===== src/rtl/refresh_sched.sv =====
// Periodic refresh sequencer: copies the due physical row into the spare row, then pulses any_ref_done.
// Urgent preemption of user traffic is compiled in only when REF_URGENT_EN is defined.
module refresh_sched #(
  parameter int unsigned REF_PERIOD = 64,
  parameter int unsigned MEM_LAT    = 1,
  parameter int unsigned DATA_W     = 8,
  parameter int unsigned URGENT_LIM = 16
) (
  input  logic              clk,
  input  logic              rst,
  input  logic              user_req,
  input  logic [DATA_W-1:0] mem_rdata,
  output logic              mem_re,
  output logic [2:0]        mem_raddr,
  output logic              mem_we,
  output logic [2:0]        mem_waddr,
  output logic [DATA_W-1:0] mem_wdata,
  output logic              ref_busy,
  output logic              user_stall,
  output logic              any_ref_done,
  output logic              ref_overrun
);

  localparam int unsigned CNT_W = $clog2(REF_PERIOD);
  localparam int unsigned LAT_W = (MEM_LAT > 1) ? $clog2(MEM_LAT) : 1;

  if (REF_PERIOD < 8 || MEM_LAT < 1 || URGENT_LIM < 1) begin : g_param_check
    $error("refresh_sched: illegal parameter value");
  end

  typedef enum logic [2:0] {
    S_IDLE,
    S_WAIT,
    S_READ,
    S_LAT,
    S_WRITE,
    S_DONE
  } state_t;

  state_t            state_q, state_d;
  logic [CNT_W-1:0]  tick_cnt_q, tick_cnt_d;
  logic [LAT_W-1:0]  lat_cnt_q, lat_cnt_d;
  logic              pending_q, pending_d;
  logic              overrun_q, overrun_d;
  logic [2:0]        shadow_q [8];
  logic [2:0]        shadow_d [8];
  logic [2:0]        swap_idx_q, swap_idx_d;

  logic              re_q, re_d;
  logic              we_q, we_d;
  logic              busy_q, busy_d;
  logic              done_q, done_d;
  logic [2:0]        raddr_q, raddr_d;
  logic [2:0]        waddr_q, waddr_d;
  logic [DATA_W-1:0] wdata_q, wdata_d;

  logic tick;
  logic grant;
  logic urgent_go;

  assign tick  = (tick_cnt_q == CNT_W'(REF_PERIOD - 1));
  assign grant = (state_q == S_WAIT) && (!user_req || urgent_go);

  // A tick coinciding with the grant re-arms pending and is not an overrun.
  always_comb begin
    tick_cnt_d = tick ? '0 : tick_cnt_q + 1'b1;
    pending_d  = tick | (pending_q & ~grant);
    overrun_d  = overrun_q | (tick & pending_q & ~grant);
  end

  always_comb begin
    state_d   = state_q;
    lat_cnt_d = lat_cnt_q;
    unique case (state_q)
      S_IDLE:  if (pending_q || tick) state_d = S_WAIT;
      S_WAIT:  if (grant) state_d = S_READ;
      S_READ: begin
        state_d   = S_LAT;
        lat_cnt_d = '0;
      end
      S_LAT: begin
        if (lat_cnt_q == LAT_W'(MEM_LAT - 1)) state_d = S_WRITE;
        else lat_cnt_d = lat_cnt_q + 1'b1;
      end
      S_WRITE: state_d = S_DONE;
      S_DONE:  state_d = (pending_q || tick) ? S_WAIT : S_IDLE;
      default: state_d = S_IDLE;
    endcase
  end

  always_comb begin
    shadow_d   = shadow_q;
    swap_idx_d = swap_idx_q;
    if (state_q == S_DONE) begin
      shadow_d[0]          = shadow_q[swap_idx_q];
      shadow_d[swap_idx_q] = shadow_q[0];
      swap_idx_d           = (swap_idx_q == 3'd1) ? 3'd7 : swap_idx_q - 3'd1;
    end
  end

  // Strobes are decoded from the next state so they come straight out of flops.
  always_comb begin
    re_d    = (state_d == S_READ);
    we_d    = (state_d == S_WRITE);
    busy_d  = state_d inside {S_READ, S_LAT, S_WRITE, S_DONE};
    done_d  = (state_d == S_DONE);
    raddr_d = re_d ? shadow_q[swap_idx_q] : raddr_q;
    waddr_d = we_d ? shadow_q[0] : waddr_q;
    wdata_d = (state_q == S_LAT && we_d) ? mem_rdata : wdata_q;
  end

  always_ff @(posedge clk) begin
    if (!rst) begin
      state_q    <= S_IDLE;
      tick_cnt_q <= '0;
      lat_cnt_q  <= '0;
      pending_q  <= 1'b0;
      overrun_q  <= 1'b0;
      swap_idx_q <= 3'd1;
      for (int unsigned i = 0; i < 8; i++) begin
        shadow_q[i] <= (i == 0) ? 3'd1 : (i == 1) ? 3'd0 : 3'(i);
      end
      re_q       <= 1'b0;
      we_q       <= 1'b0;
      busy_q     <= 1'b0;
      done_q     <= 1'b0;
      raddr_q    <= '0;
      waddr_q    <= '0;
      wdata_q    <= '0;
    end else begin
      state_q    <= state_d;
      tick_cnt_q <= tick_cnt_d;
      lat_cnt_q  <= lat_cnt_d;
      pending_q  <= pending_d;
      overrun_q  <= overrun_d;
      swap_idx_q <= swap_idx_d;
      shadow_q   <= shadow_d;
      re_q       <= re_d;
      we_q       <= we_d;
      busy_q     <= busy_d;
      done_q     <= done_d;
      raddr_q    <= raddr_d;
      waddr_q    <= waddr_d;
      wdata_q    <= wdata_d;
    end
  end

`ifdef REF_URGENT_EN
  localparam int unsigned WAIT_W = $clog2(URGENT_LIM + 1);

  logic [WAIT_W-1:0] wait_cnt_q, wait_cnt_d;
  logic              stall_q, stall_d;

  assign urgent_go = (wait_cnt_q == WAIT_W'(URGENT_LIM));

  // Stall latches on reaching the limit in WAIT and rides through to DONE.
  always_comb begin
    wait_cnt_d = '0;
    stall_d    = 1'b0;
    if (state_q == S_WAIT && state_d == S_WAIT) wait_cnt_d = wait_cnt_q + 1'b1;
    if (state_d == S_WAIT) stall_d = (wait_cnt_d == WAIT_W'(URGENT_LIM));
    else if (state_d inside {S_READ, S_LAT, S_WRITE, S_DONE}) stall_d = stall_q;
  end

  always_ff @(posedge clk) begin
    if (!rst) begin
      wait_cnt_q <= '0;
      stall_q    <= 1'b0;
    end else begin
      wait_cnt_q <= wait_cnt_d;
      stall_q    <= stall_d;
    end
  end

  assign user_stall = stall_q;
`else
  assign urgent_go  = 1'b0;
  assign user_stall = 1'b0;
`endif

  assign mem_re       = re_q;
  assign mem_raddr    = raddr_q;
  assign mem_we       = we_q;
  assign mem_waddr    = waddr_q;
  assign mem_wdata    = wdata_q;
  assign ref_busy     = busy_q;
  assign any_ref_done = done_q;
  assign ref_overrun  = overrun_q;

endmodule


===== config.mk =====
export PLATFORM = sky130hd
export DESIGN_NAME = refresh_sched
export DESIGN_NICKNAME = d
export VERILOG_FILES = /design/src/rtl/refresh_sched.sv
export SDC_FILE = /design/constraint.sdc
export NUM_CORES = 1
export LEC_CHECK = 0
export ABC_AREA = 1
export CORE_MARGIN = 2
export CORE_UTILIZATION = 53
export CTS_CLUSTER_DIAMETER = 120
export CTS_CLUSTER_SIZE = 28
export DETAILED_ROUTE_END_ITERATION = 10
export PLACE_DENSITY_LB_ADDON = 0.08
export SYNTH_ARGS = -nofsm -noshare
export SYNTH_HDL_FRONTEND = slang
export SYNTH_SLANG_ARGS = --single-unit

===== constraint.sdc =====
create_clock -name clk -period 1.5 [get_ports clk]
set_input_delay 0.225 -clock clk [delete_from_list [all_inputs] [get_ports clk]]
set_output_delay 0.225 -clock clk [all_outputs]
set_load 0.005 [all_outputs]

==> impl_metrics.prom <==
# TYPE chip_impl_metric gauge
chip_impl_metric{name="synth_area_per_cell",unit="um2"} 7.36
chip_impl_metric{name="worst-endpoint-arrival",unit="ps"} 1150
chip_impl_metric{name="insertion_delay",unit="ps"} 300
chip_impl_metric{name="fin_crit",unit="ps"} 1380
chip_impl_metric{name="initial_core_utilization",unit="%"} 56.0
chip_impl_metric{name="track_usage",unit="%"} 21.3
chip_impl_metric{name="design.die.area",unit="mm2"} 0.00523
chip_impl_info{name="worst_min_path_class",value="flip-flop to flip-flop"} 1
chip_impl_info{name="crit_type",value="flip-flop to output pin"} 1
chip_impl_metric{name="yosys-mux-area-fraction",unit="%"} 0
chip_impl_metric{name="timing.clock.skew",unit="ps"} 1.39
chip_impl_metric{name="synth-seq-area-share",unit="%"} 45.3
chip_impl_metric{name="grt_remaining_overflow",unit=""} 0
chip_impl_metric{name="yosysTopAreaCellShare",unit="%"} 45.3
chip_impl_metric{name="row_cnt",unit=""} 24
chip_impl_metric{name="leakage",unit="uW"} 0.00129
chip_impl_metric{name="number_of_antenna_violations_at_the_first_check_in_global_routing",unit=""} 0
chip_impl_metric{name="final-setup-viol-count",unit=""} 0
chip_impl_metric{name="use_met3",unit="%"} 4.72
chip_impl_info{name="combinational_family_with_the_most_area_after_synthesis",value="simple AND/OR/NAND/NOR gates"} 1
chip_impl_metric{name="floorplan.core_area",unit="mm2"} 0.00441
chip_impl_info{name="root_buffer_selected_by_cts",value="clkbuf_8"} 1
chip_impl_metric{name="post-layout-total-power",unit="uW"} 2490
chip_impl_metric{name="fraction_of_final_layout_cells_sized_beyond_drive_strength_1",unit="%"} 10.3
chip_impl_metric{name="grt_pass1_wl",unit="um"} 8790
chip_impl_metric{name="maxClockFrequency",unit="MHz"} 726
chip_impl_metric{name="synth_seq_cells",unit=""} 56
chip_impl_metric{name="post_synth_and_or_nand_nor_area_fraction",unit="%"} 31.6
chip_impl_metric{name="drtAntennaViolNets",unit=""} 0
chip_impl_metric{name="wire_per_inst",unit="um"} 11.9
chip_impl_metric{name="synth_net_count",unit=""} 350
chip_impl_metric{name="critPathMaxFanout",unit=""} 2
chip_impl_metric{name="critPathRequiredTime",unit="ps"} 1270
chip_impl_metric{name="report.final.hold_viol_count",unit=""} 0
chip_impl_metric{name="cts_made_buffers",unit=""} 5
chip_impl_metric{name="post_drt_via_cell_ratio",unit=""} 5.04
chip_impl_metric{name="max_stage_delay",unit="ps"} 500
chip_impl_metric{name="maxCapViolCount",unit=""} 0
chip_impl_info{name="crit_path_top_delay_cell",value="clkdlybuf4s50_1"} 1
chip_impl_metric{name="place.detailed.hpwl",unit="um"} 3600
chip_impl_metric{name="totalNegativeSetupSlack",unit="ps"} 0
chip_impl_metric{name="xor_xnor_cell_area_share_of_the_yosys_netlist",unit="%"} 0.708
chip_impl_metric{name="finish.net_count",unit=""} 383
chip_impl_info{name="crit_chain",value="clkdlybuf4s50_1"} 1
chip_impl_metric{name="crit_share_post_route",unit="%"} 91.8
chip_impl_metric{name="peakVddDrop",unit="mV"} 0.591
chip_impl_info{name="rsz0062_at_grt",value="false"} 1
chip_impl_metric{name="grt_util_met1",unit="%"} 27.5
chip_impl_metric{name="grt_start_max_net_pins",unit=""} 20
chip_impl_metric{name="worst_slack",unit="ps"} 123
chip_impl_info{name="regToRegStartpoint",value="swap_idx_q[1]$_SDFFE_PN0P_"} 1
chip_impl_metric{name="routed-via-count",unit=""} 2116
chip_impl_metric{name="clock_edge_transition_at_the_registers_on_the_reported_setup_and_hold_paths",unit="ps"} 90
chip_impl_metric{name="synth_fa_ha_area_share",unit="%"} 1.52
chip_impl_info{name="cp-start-kind",value="flip-flop"} 1
chip_impl_metric{name="whs",unit="ps"} 443
chip_impl_metric{name="synthesis.area",unit="mm2"} 0.00247
chip_impl_info{name="run_status",value="finished clean"} 1
chip_impl_info{name="startpoint",value="mem_wdata[4]$_SDFFE_PN0P_"} 1
chip_impl_info{name="top_usage_layer",value="met2"} 1
chip_impl_metric{name="detailedPlace.worstSlack",unit="ps"} 143
chip_impl_metric{name="syn_to_final_growth",unit="%"} 18.1
chip_impl_info{name="cpLargestDelayFamily",value="buffers and inverters"} 1
chip_impl_metric{name="clock_path_buffers",unit=""} 2
chip_impl_metric{name="drt_drc_violations_left",unit=""} 0
chip_impl_metric{name="ys_warn_count",unit=""} 0
chip_impl_metric{name="clock-sinks",unit=""} 56
chip_impl_metric{name="postSynthCellCount",unit=""} 336
chip_impl_metric{name="drt_first_pass_iters",unit=""} 4
chip_impl_metric{name="cts_h_tree_depth",unit=""} 2
chip_impl_metric{name="number_of_global_route_vias_before_repair",unit=""} 1956
chip_impl_info{name="netlist.top_cell.by_area",value="dfxtp_1"} 1
chip_impl_info{name="tritoncts",value="done"} 1
chip_impl_metric{name="pin_count",unit=""} 31
chip_impl_info{name="leading_post_synthesis_cells_by_cell_area",value="dfxtp_1 (45%), nand2_1 (13%), nor2_1 (8.3%)"} 1
chip_impl_metric{name="finalWeightedCongestion",unit=""} 0.805
chip_impl_info{name="hold_start",value="tick_cnt_q[0]$_SDFF_PP0_"} 1
chip_impl_metric{name="yosysUniqueCellTypes",unit=""} 30
chip_impl_metric{name="initialDrtViolationCount",unit=""} 105
chip_impl_info{name="critPathCaptureType",value="output pin"} 1
chip_impl_metric{name="timing.final.max_slew_violations",unit=""} 0
chip_impl_metric{name="power-per-cell-area",unit="mW/mm2"} 853
chip_impl_metric{name="die_h",unit="um"} 72.3
chip_impl_metric{name="ff2ff_setup_slack",unit="ps"} 170
chip_impl_metric{name="wirelength",unit="um"} 5010
chip_impl_metric{name="synth_compound_gate_area_share",unit="%"} 11.5
chip_impl_metric{name="grt_use_met2",unit="%"} 36.1
chip_impl_metric{name="dieWidth",unit="um"} 72.3
chip_impl_metric{name="io_buffer_count",unit=""} 29
chip_impl_metric{name="antennaDiodeCount",unit=""} 0
chip_impl_metric{name="critical_path.n_buffers_inverters",unit=""} 1
## layout make-up
cell class	instances	area, um2
inverters	28	118
clock buffers	5	68.8
repair buffers	41	393
flip-flops and latches	56	1120
multi-input cells	237	1120
clock inverters	1	30.0
fillers	390	1490
well taps	52	65.1
## final timing paths
path                                              endpoint  cells after the start
worst max-delay path                          mem_wdata[4]                      1
worst min-delay path              tick_cnt_q[0]$_SDFF_PP0_                      1
worst max register to register  swap_idx_q[0]$_SDFFE_PN1P_                      6
worst min register to register    tick_cnt_q[0]$_SDFF_PP0_                      1
## cell usage in the layout (no fill, tap or decap), types with 2 or more instances in the layout
master / synthesis / final
a31oi_1: 2 / 2
a21oi_1: 14 / 14
nand3_1: 23 / 23
o211ai_2: 3 / 3
nor2_2: 8 / 8
dfxtp_1: 56 / 55
inv_1: 21 / 21
nor3_1: 2 / 2
nand2_1: 84 / 84
clkdlybuf4s50_1: 0 / 29
clkinv_1: 2 / 2
nand4_1: 8 / 8
o211ai_1: 2 / 2
buf_4: 2 / 11
o21ai_0: 24 / 24
nor2_1: 55 / 55
clkbuf_8: 0 / 5
ha_1: 3 / 3
inv_2: 4 / 4
xor2_1: 2 / 2
## what timing repair did
action / CTS / global route
buffers inserted: 0 / 0
gates resized for setup: 0 / 1
setup endpoints to repair: 0 / 2
hold buffers: 0 / 0
## flip-flops by register name (all words and copies together), names as in the netlist, 3 cells and up
| register | flops |
|---|---|
| tick_cnt_q | 6 |
| mem_raddr | 3 |
| mem_wdata | 8 |
| swap_idx_q | 3 |
| shadow_q | 24 |
| state_q | 3 |
| mem_waddr | 3 |
## metrics by stage
stage | cells | instance area, um2 | util (%)
after floorplan | 336 | 2470 | -
after global placement | 414 | 2820 | 63.9
after detailed placement | 414 | 2820 | 63.9
after CTS | 420 | 2920 | 66.2
after global routing | 420 | 2920 | 66.2
final | 420 | 2920 | 66.2
## kinds of logic after synthesis
kind of cell             count (synthesis)
XOR/XNOR                                 2
flip-flops                              56
other                                    1
buffers and inverters                   43
adder cells (fa/ha/maj)                  3
AND/OR/NAND/NOR                        183
AO/OA/AOI/OAI                           48
## layer usage
metal  vias up  part of all wire [%]
li1       1139                     -
met1       945                    47
met2        27                    49
met3         5                   2.8
met4         0                  0.88
met5         -                     0
## where the power goes
| group | internal, uW | switching (uW) | total (uW) |
|---|---|---|---|
| combinational | 39.2 | 37.0 | 76.1 |
| clock | 480 | 439 | 918 |
| sequential | 1490 | 4.39 | 1500 |
## synthesized netlist by cell type
cell type,number
nand2_1,84
dfxtp_1,56
nor2_1,55
o21ai_0,24
nand3_1,23
inv_1,21
a21oi_1,14
nand4_1,8
nor2_2,8
buf_2,6
inv_2,4
buf_6,3
clkbuf_1,3
ha_1,3
o211ai_2,3
a31oi_1,2
buf_4,2
clkinv_1,2
nor3_1,2
o211ai_1,2
xor2_1,2
a21oi_4,1
buf_12,1
clkinv_8,1
conb_1,1
nand3_2,1
nand3_4,1
nand3b_1,1
o21a_1,1
o21ai_1,1
No activity file was read; power rests on OpenSTA's default activity.
